==> src/rtl/counter_seq_ctrl.sv <==
// ---------------------------------------------------------------------------
// counter_seq_ctrl
//
// Sequencer for an external cascade of 4-bit counter stages. A command
// (target value + periodic flag) is taken over a valid/ready handshake. The
// external counter is then cleared, and prescaled count-enable pulses are
// issued until the counter reads the target. At that point a one-cycle done
// pulse is produced. In periodic mode the sequence restarts automatically
// after every done. A stop request aborts any active operation. A counter
// wrap (enable issued while the ripple carry is high) ends the operation and
// sets a sticky error flag, which the next accepted command clears.
//
// Parameters
//   STAGES    number of cascaded 4-bit stages; counter width W = 4*STAGES
//   PRESCALE  clock cycles per count-enable pulse while running (>= 1)
//
// Ports
//   ck            in   clock, rising edge
//   rst           in   synchronous reset, active high
//   cmd_valid     in   command offered
//   cmd_ready     out  command accepted when cmd_valid & cmd_ready
//   cmd_target    in   [W] terminal count value
//   cmd_periodic  in   1 = restart after each done, 0 = one-shot
//   stop          in   abort the current operation (ignored when idle)
//   cnt_q         in   [W] current value of the external counter
//   cnt_rc        in   ripple carry of the external counter
//   cnt_clr       out  synchronous clear to the counter
//   cnt_en        out  count enable to the counter
//   busy          out  sequencer is not idle
//   done          out  one-cycle pulse when the target is reached
//   err           out  sticky wrap indication
// ---------------------------------------------------------------------------
module counter_seq_ctrl #(
    parameter int STAGES   = 1,
    parameter int PRESCALE = 1
) (
    input  logic                  ck,
    input  logic                  rst,
    input  logic                  cmd_valid,
    output logic                  cmd_ready,
    input  logic [4*STAGES-1:0]   cmd_target,
    input  logic                  cmd_periodic,
    input  logic                  stop,
    input  logic [4*STAGES-1:0]   cnt_q,
    input  logic                  cnt_rc,
    output logic                  cnt_clr,
    output logic                  cnt_en,
    output logic                  busy,
    output logic                  done,
    output logic                  err
);

    localparam int W  = 4 * STAGES;
    // Prescaler needs at least one bit even when PRESCALE is 1.
    localparam int PW = (PRESCALE > 1) ? $clog2(PRESCALE) : 1;
    localparam logic [PW-1:0] PRESC_MAX = PW'(PRESCALE - 1);

    typedef enum logic [1:0] {
        S_IDLE  = 2'd0,
        S_CLEAR = 2'd1,
        S_RUN   = 2'd2,
        S_DONE  = 2'd3
    } state_e;

    state_e         state;
    state_e         state_next;
    logic [PW-1:0]  presc;
    logic [PW-1:0]  presc_next;
    logic [W-1:0]   target_q;
    logic           periodic_q;
    logic           err_q;

    logic           accept;
    logic           at_target;
    logic           tick;
    logic           wrap;

    // Ready is decoded from state, but forced low while reset is held so no
    // command can slip in during the reset cycle.
    assign cmd_ready = (state == S_IDLE) & ~rst;
    assign accept    = cmd_valid & cmd_ready;

    // Unsigned W-bit equality; this is the only path from cnt_q to cnt_en.
    assign at_target = (cnt_q == target_q);
    assign tick      = (presc == PRESC_MAX);

    assign busy = (state != S_IDLE);
    assign err  = err_q;

    // -----------------------------------------------------------------------
    // Next-state and output decode
    // -----------------------------------------------------------------------
    always_comb begin
        // NOTE: every signal written here gets a default first, so no path
        // through the case statement can leave one unassigned (no latches).
        state_next = state;
        presc_next = presc;
        cnt_clr    = 1'b0;
        cnt_en     = 1'b0;
        done       = 1'b0;
        wrap       = 1'b0;

        case (state)
            S_IDLE: begin
                if (accept) begin
                    state_next = S_CLEAR;
                end
            end

            S_CLEAR: begin
                // The prescaler restarts on every clear, so each run begins
                // with a full prescale period before its first enable.
                presc_next = '0;
                if (stop) begin
                    state_next = S_IDLE;
                end else begin
                    cnt_clr    = 1'b1;
                    state_next = S_RUN;
                end
            end

            S_RUN: begin
                if (stop) begin
                    // Abort outranks both the target compare and the wrap
                    // check; err is left as it is.
                    state_next = S_IDLE;
                end else if (at_target) begin
                    // Compare wins over the prescaler: no enable is issued in
                    // the cycle the target is seen, so target 0 never counts.
                    state_next = S_DONE;
                end else begin
                    cnt_en     = tick;
                    presc_next = tick ? '0 : presc + PW'(1);
                    if (tick && cnt_rc) begin
                        // Counting past all-ones would wrap the counter.
                        wrap       = 1'b1;
                        state_next = S_IDLE;
                    end
                end
            end

            S_DONE: begin
                if (stop) begin
                    state_next = S_IDLE;
                end else begin
                    done       = 1'b1;
                    state_next = periodic_q ? S_CLEAR : S_IDLE;
                end
            end

            default: begin
                state_next = S_IDLE;
            end
        endcase
    end

    // -----------------------------------------------------------------------
    // State, prescaler and command registers
    // -----------------------------------------------------------------------
    always_ff @(posedge ck) begin
        // NOTE: sequential state uses non-blocking assignments so every
        // register samples the pre-edge values regardless of statement order.
        if (rst) begin
            state      <= S_IDLE;
            presc      <= '0;
            target_q   <= '0;
            periodic_q <= 1'b0;
            err_q      <= 1'b0;
        end else begin
            state <= state_next;
            presc <= presc_next;
            if (accept) begin
                target_q   <= cmd_target;
                periodic_q <= cmd_periodic;
                err_q      <= 1'b0;
            end else if (wrap) begin
                err_q <= 1'b1;
            end
        end
    end

endmodule

==> config.mk <==
export PLATFORM = sky130hd
export DESIGN_NAME = counter_seq_ctrl
export DESIGN_NICKNAME = d
export VERILOG_FILES = /design/src/rtl/counter_seq_ctrl.sv
export SDC_FILE = /design/constraint.sdc
export NUM_CORES = 1
export LEC_CHECK = 0
export BUFFER_PORTS_ARGS = -buffer_cell sky130_fd_sc_hd__clkbuf_2
export CORE_AREA = 2 2 39 41
export CTS_BUF_LIST = sky130_fd_sc_hd__clkbuf_8
export DETAILED_ROUTE_END_ITERATION = 7
export DIE_AREA = 0 0 41 43
export HOLD_SLACK_MARGIN = 0.08
export PLACE_DENSITY = 0.64
export SYNTH_ARGS = -nofsm -noshare
export SYNTH_HDL_FRONTEND = slang
export SYNTH_SLANG_ARGS = --single-unit
export TNS_END_PERCENT = 100
==> constraint.sdc <==
create_clock -name ck -period 1.5 [get_ports ck]
set_clock_uncertainty 0.15 [all_clocks]
set_input_delay 0 -clock ck [delete_from_list [all_inputs] [get_ports ck]]
set_output_delay 0 -clock ck [all_outputs]
set_load 0.005 [all_outputs]
==> results.py <==
metrics = {
    "placed_design": {
        "finalWeightedCongestion": 0.631,
        "io_buffers": 19,
        "place_area_um2": 538,
        "dpl.hpwl_um": 693,
    },
    "grt": {
        "grt_overflow": 0,
        "grt_pass1_wl_um": 1560,
        "grt_antenna_before_repair": 0,
        "track_usage": 0.134,
        "grt_max_degree": 11,
        "grt_pass1_vias": 412,
    },
    "worst_setup_path": {
        "cp.arrival_ns": 1.25,
        "cp_max_fo": 3,
        "critPathKind": "input port to primary output",
        "start_kind": "input port",
        "rrSetupSlack_ns": 0.17,
        "rr_startpoint": "state[0]$_SDFFE_PP0P_",
        "endpoint": "cnt_en",
        "cp_data_required_time_ns": 1.35,
        "cp-end-kind": "primary output",
        "worstReg2RegEnd": "err$_SDFFE_PP0P_",
        "crit_start": "cnt_q[0]",
        "r2r_cells": 4,
    },
    "floorplan": {
        "initial_utilization": 0.303,
        "core_mm2": 0.00138,
        "die_h_um": 43,
        "row_count": 14,
        "ios": 20,
        "die_w_um": 41,
        "die_area_mm2": 0.00176,
    },
    "cts": {
        "cts_root_buffer": "clkbuf_8",
        "cts_tree": "yes",
        "clock_latency_ns": 0.23,
        "cts.sinks": 8,
        "cts_max_path_buffers": 2,
        "cts.reportedPaths.clkPinSlew_ns": 0.04,
        "h-tree-depth": 1,
        "cts_buffers": 3,
    },
    "timing": {
        "slew_viol_final": 0,
        "rsz0062_at_grt": "no",
        "setup_violations": 0,
        "min_period_over_period": 0.936,
        "relSlewSlack": 0.801,
        "worstMarginPinSlew_ns": 0.298,
        "fin_crit_ns": 1.40,
        "hold_viol": 0,
        "clock.fmax_mhz": 713,
        "fin_tns_setup_ns": 0,
    },
    "layout": {
        "finalInstanceArea_um2": 708,
        "area_growth_pct": 69.0,
        "nNetsFinal": 93,
        "antenna_cells": 0,
        "drive_gt1_frac": 0.377,
        "nFillCells": 142,
    },
    "pwr": {
        "vdd_drop_max_uv": 578,
        "p_leak_nw": 0.327,
        "p_per_area_mw_per_mm2": 864,
    },
    "synth": {
        "syn_nets": 57,
        "synth.avg_cell_area_um2": 9.75,
        "synthCells": 43,
        "synth-main-ff-cell": "dfxtp_1",
        "yosys_warnings": 0,
        "synth_cell_types": 18,
        "netlist_area_um2": 419,
        "ys_ff_latch": 8,
        "async_reset_ff_frac": 0,
        "synth_seq_area_share": 0.382,
        "synth_edf_count": 0,
    },
    "route": {
        "routed_wirelength_um": 988,
        "first_iter_violations": 0,
        "dr_total_vias": 429,
        "drc": 0,
        "wl_met3_um": 59,
        "ant_nets": 0,
        "top_layer": "met4",
        "wl_met1_um": 420,
        "vias_per_cell": 4.61,
        "wire_per_inst_um": 10.6,
        "first_pass_iters": 1,
        "route.met2.wl_um": 479,
    },
    "job": {
        "max_cap_viol_count": 0,
    },
    "min_path": {
        "hold_start": "cnt_q[3]",
        "hold_class": "input port to register",
    },
    "status": {
        "outcome": "completed",
    },
}
[critical path, cell delays in order]
cell	delay, ns
dlygate4sd3_1	0.54
clkbuf_2	0.11
xnor2_1	0.14
nand4_1	0.16
and2_1	0.20
clkbuf_2	0.10
[worst min-delay path by stage]
stage,endpoint,slack (ns),depth (start not counted)
finish,state[0]$_SDFFE_PP0P_,0.05,4
global route,state[0]$_SDFFE_PP0P_,0.08,4
CTS,state[1]$_SDFFE_PP0P_,0.09,4
detailed placement,target_q[2]$_SDFFE_PP0P_,0.10,3
global placement,target_q[1]$_SDFFE_PP0P_,0.09,3
floorplan,cnt_clr,-0.12,1
[power by group]
group / internal, mW / total (mW) / switching [mW]
sequential: 0.225 / 0.236 / 0.0111
combinational: 0.0710 / 0.114 / 0.0429
clock: 0.174 / 0.262 / 0.0875
total: 0.470 / 0.612 / 0.141
[cell usage after synthesis, types with 2 or more instances]
master | instances | share of area
nor3b_1 | 2 | 0.036
nor2_1 | 8 | 0.072
dfxtp_1 | 8 | 0.38
and2_1 | 2 | 0.030
nor2b_1 | 3 | 0.045
xnor2_1 | 4 | 0.084
mux2i_1 | 5 | 0.12
[routing by layer]
| layer | track usage | vias up |
|---|---|---|
| li1 | - | 218 |
| met1 | 0.149 | 190 |
| met2 | 0.206 | 16 |
| met3 | 0.0314 | 5 |
| met4 | 0.100 | 0 |
| met5 | 0 | - |
[layout by cell type, fill, tap and decap left out, drive strengths merged]
| cell type | n |
|---|---|
| nor2 | 8 |
| a41o | 1 |
| and2 | 2 |
| nand2 | 1 |
| and2b | 1 |
| mux2i | 5 |
| nor2b | 3 |
| o21bai | 1 |
| dlygate4sd3 | 11 |
| nor3b | 4 |
| nand4 | 1 |
| dfxtp | 8 |
| buf | 2 |
| xnor2 | 4 |
| clkbuf | 22 |
| a211oi | 1 |
| or2 | 1 |
| a221oi | 1 |
[registers in the layout, summed over array words and instances, names as in the netlist]
| name | count |
|---|---|
| periodic_q | 1 |
| target_q | 4 |
| err | 1 |
| state | 2 |
[kinds of logic after synthesis]
logic type / count (synthesis) / share of synthesized area
AND/OR/NAND/NOR: 21 / 0.313
flip-flops: 8 / 0.382
multiplexers: 5 / 0.119
AO/OA/AOI/OAI: 4 / 0.0925
XOR/XNOR: 4 / 0.0836
buffers and inverters: 1 / 0.00895
[metrics by stage]
step / util / worst slack [ns] / hold slack (ns) / total power [mW] / cells
global placement: 0.389 / 0.203 / 0.0894 / 0.327 / 78
finish: 0.512 / 0.0967 / 0.0507 / 0.612 / 93
CTS: 0.491 / 0.0275 / 0.0896 / 0.612 / 91
global route: 0.512 / 0.0197 / 0.0809 / 0.643 / 93
floorplan: - / 0.228 / -0.117 / 0.292 / 43
detailed placement: 0.389 / 0.195 / 0.101 / 0.329 / 78
[cell type report]
cell class | count | area [um^2] | area share
Sequential cell | 8 | 160 | 0.226
Clock buffer | 3 | 41.3 | 0.0583
Timing Repair Buffer | 32 | 220 | 0.311
Tap cell | 16 | 20.0 | 0.0283
Multi-Input combinational cell | 34 | 267 | 0.376
[what timing repair did]
item                                    CTS  global route
setup buffers                             0             1
endpoints found under the setup margin    0             1
hold buffers                             10             1
endpoints found under the hold margin     8             1
gates resized for setup                   0             2
Power figures use the tool's default switching activity.
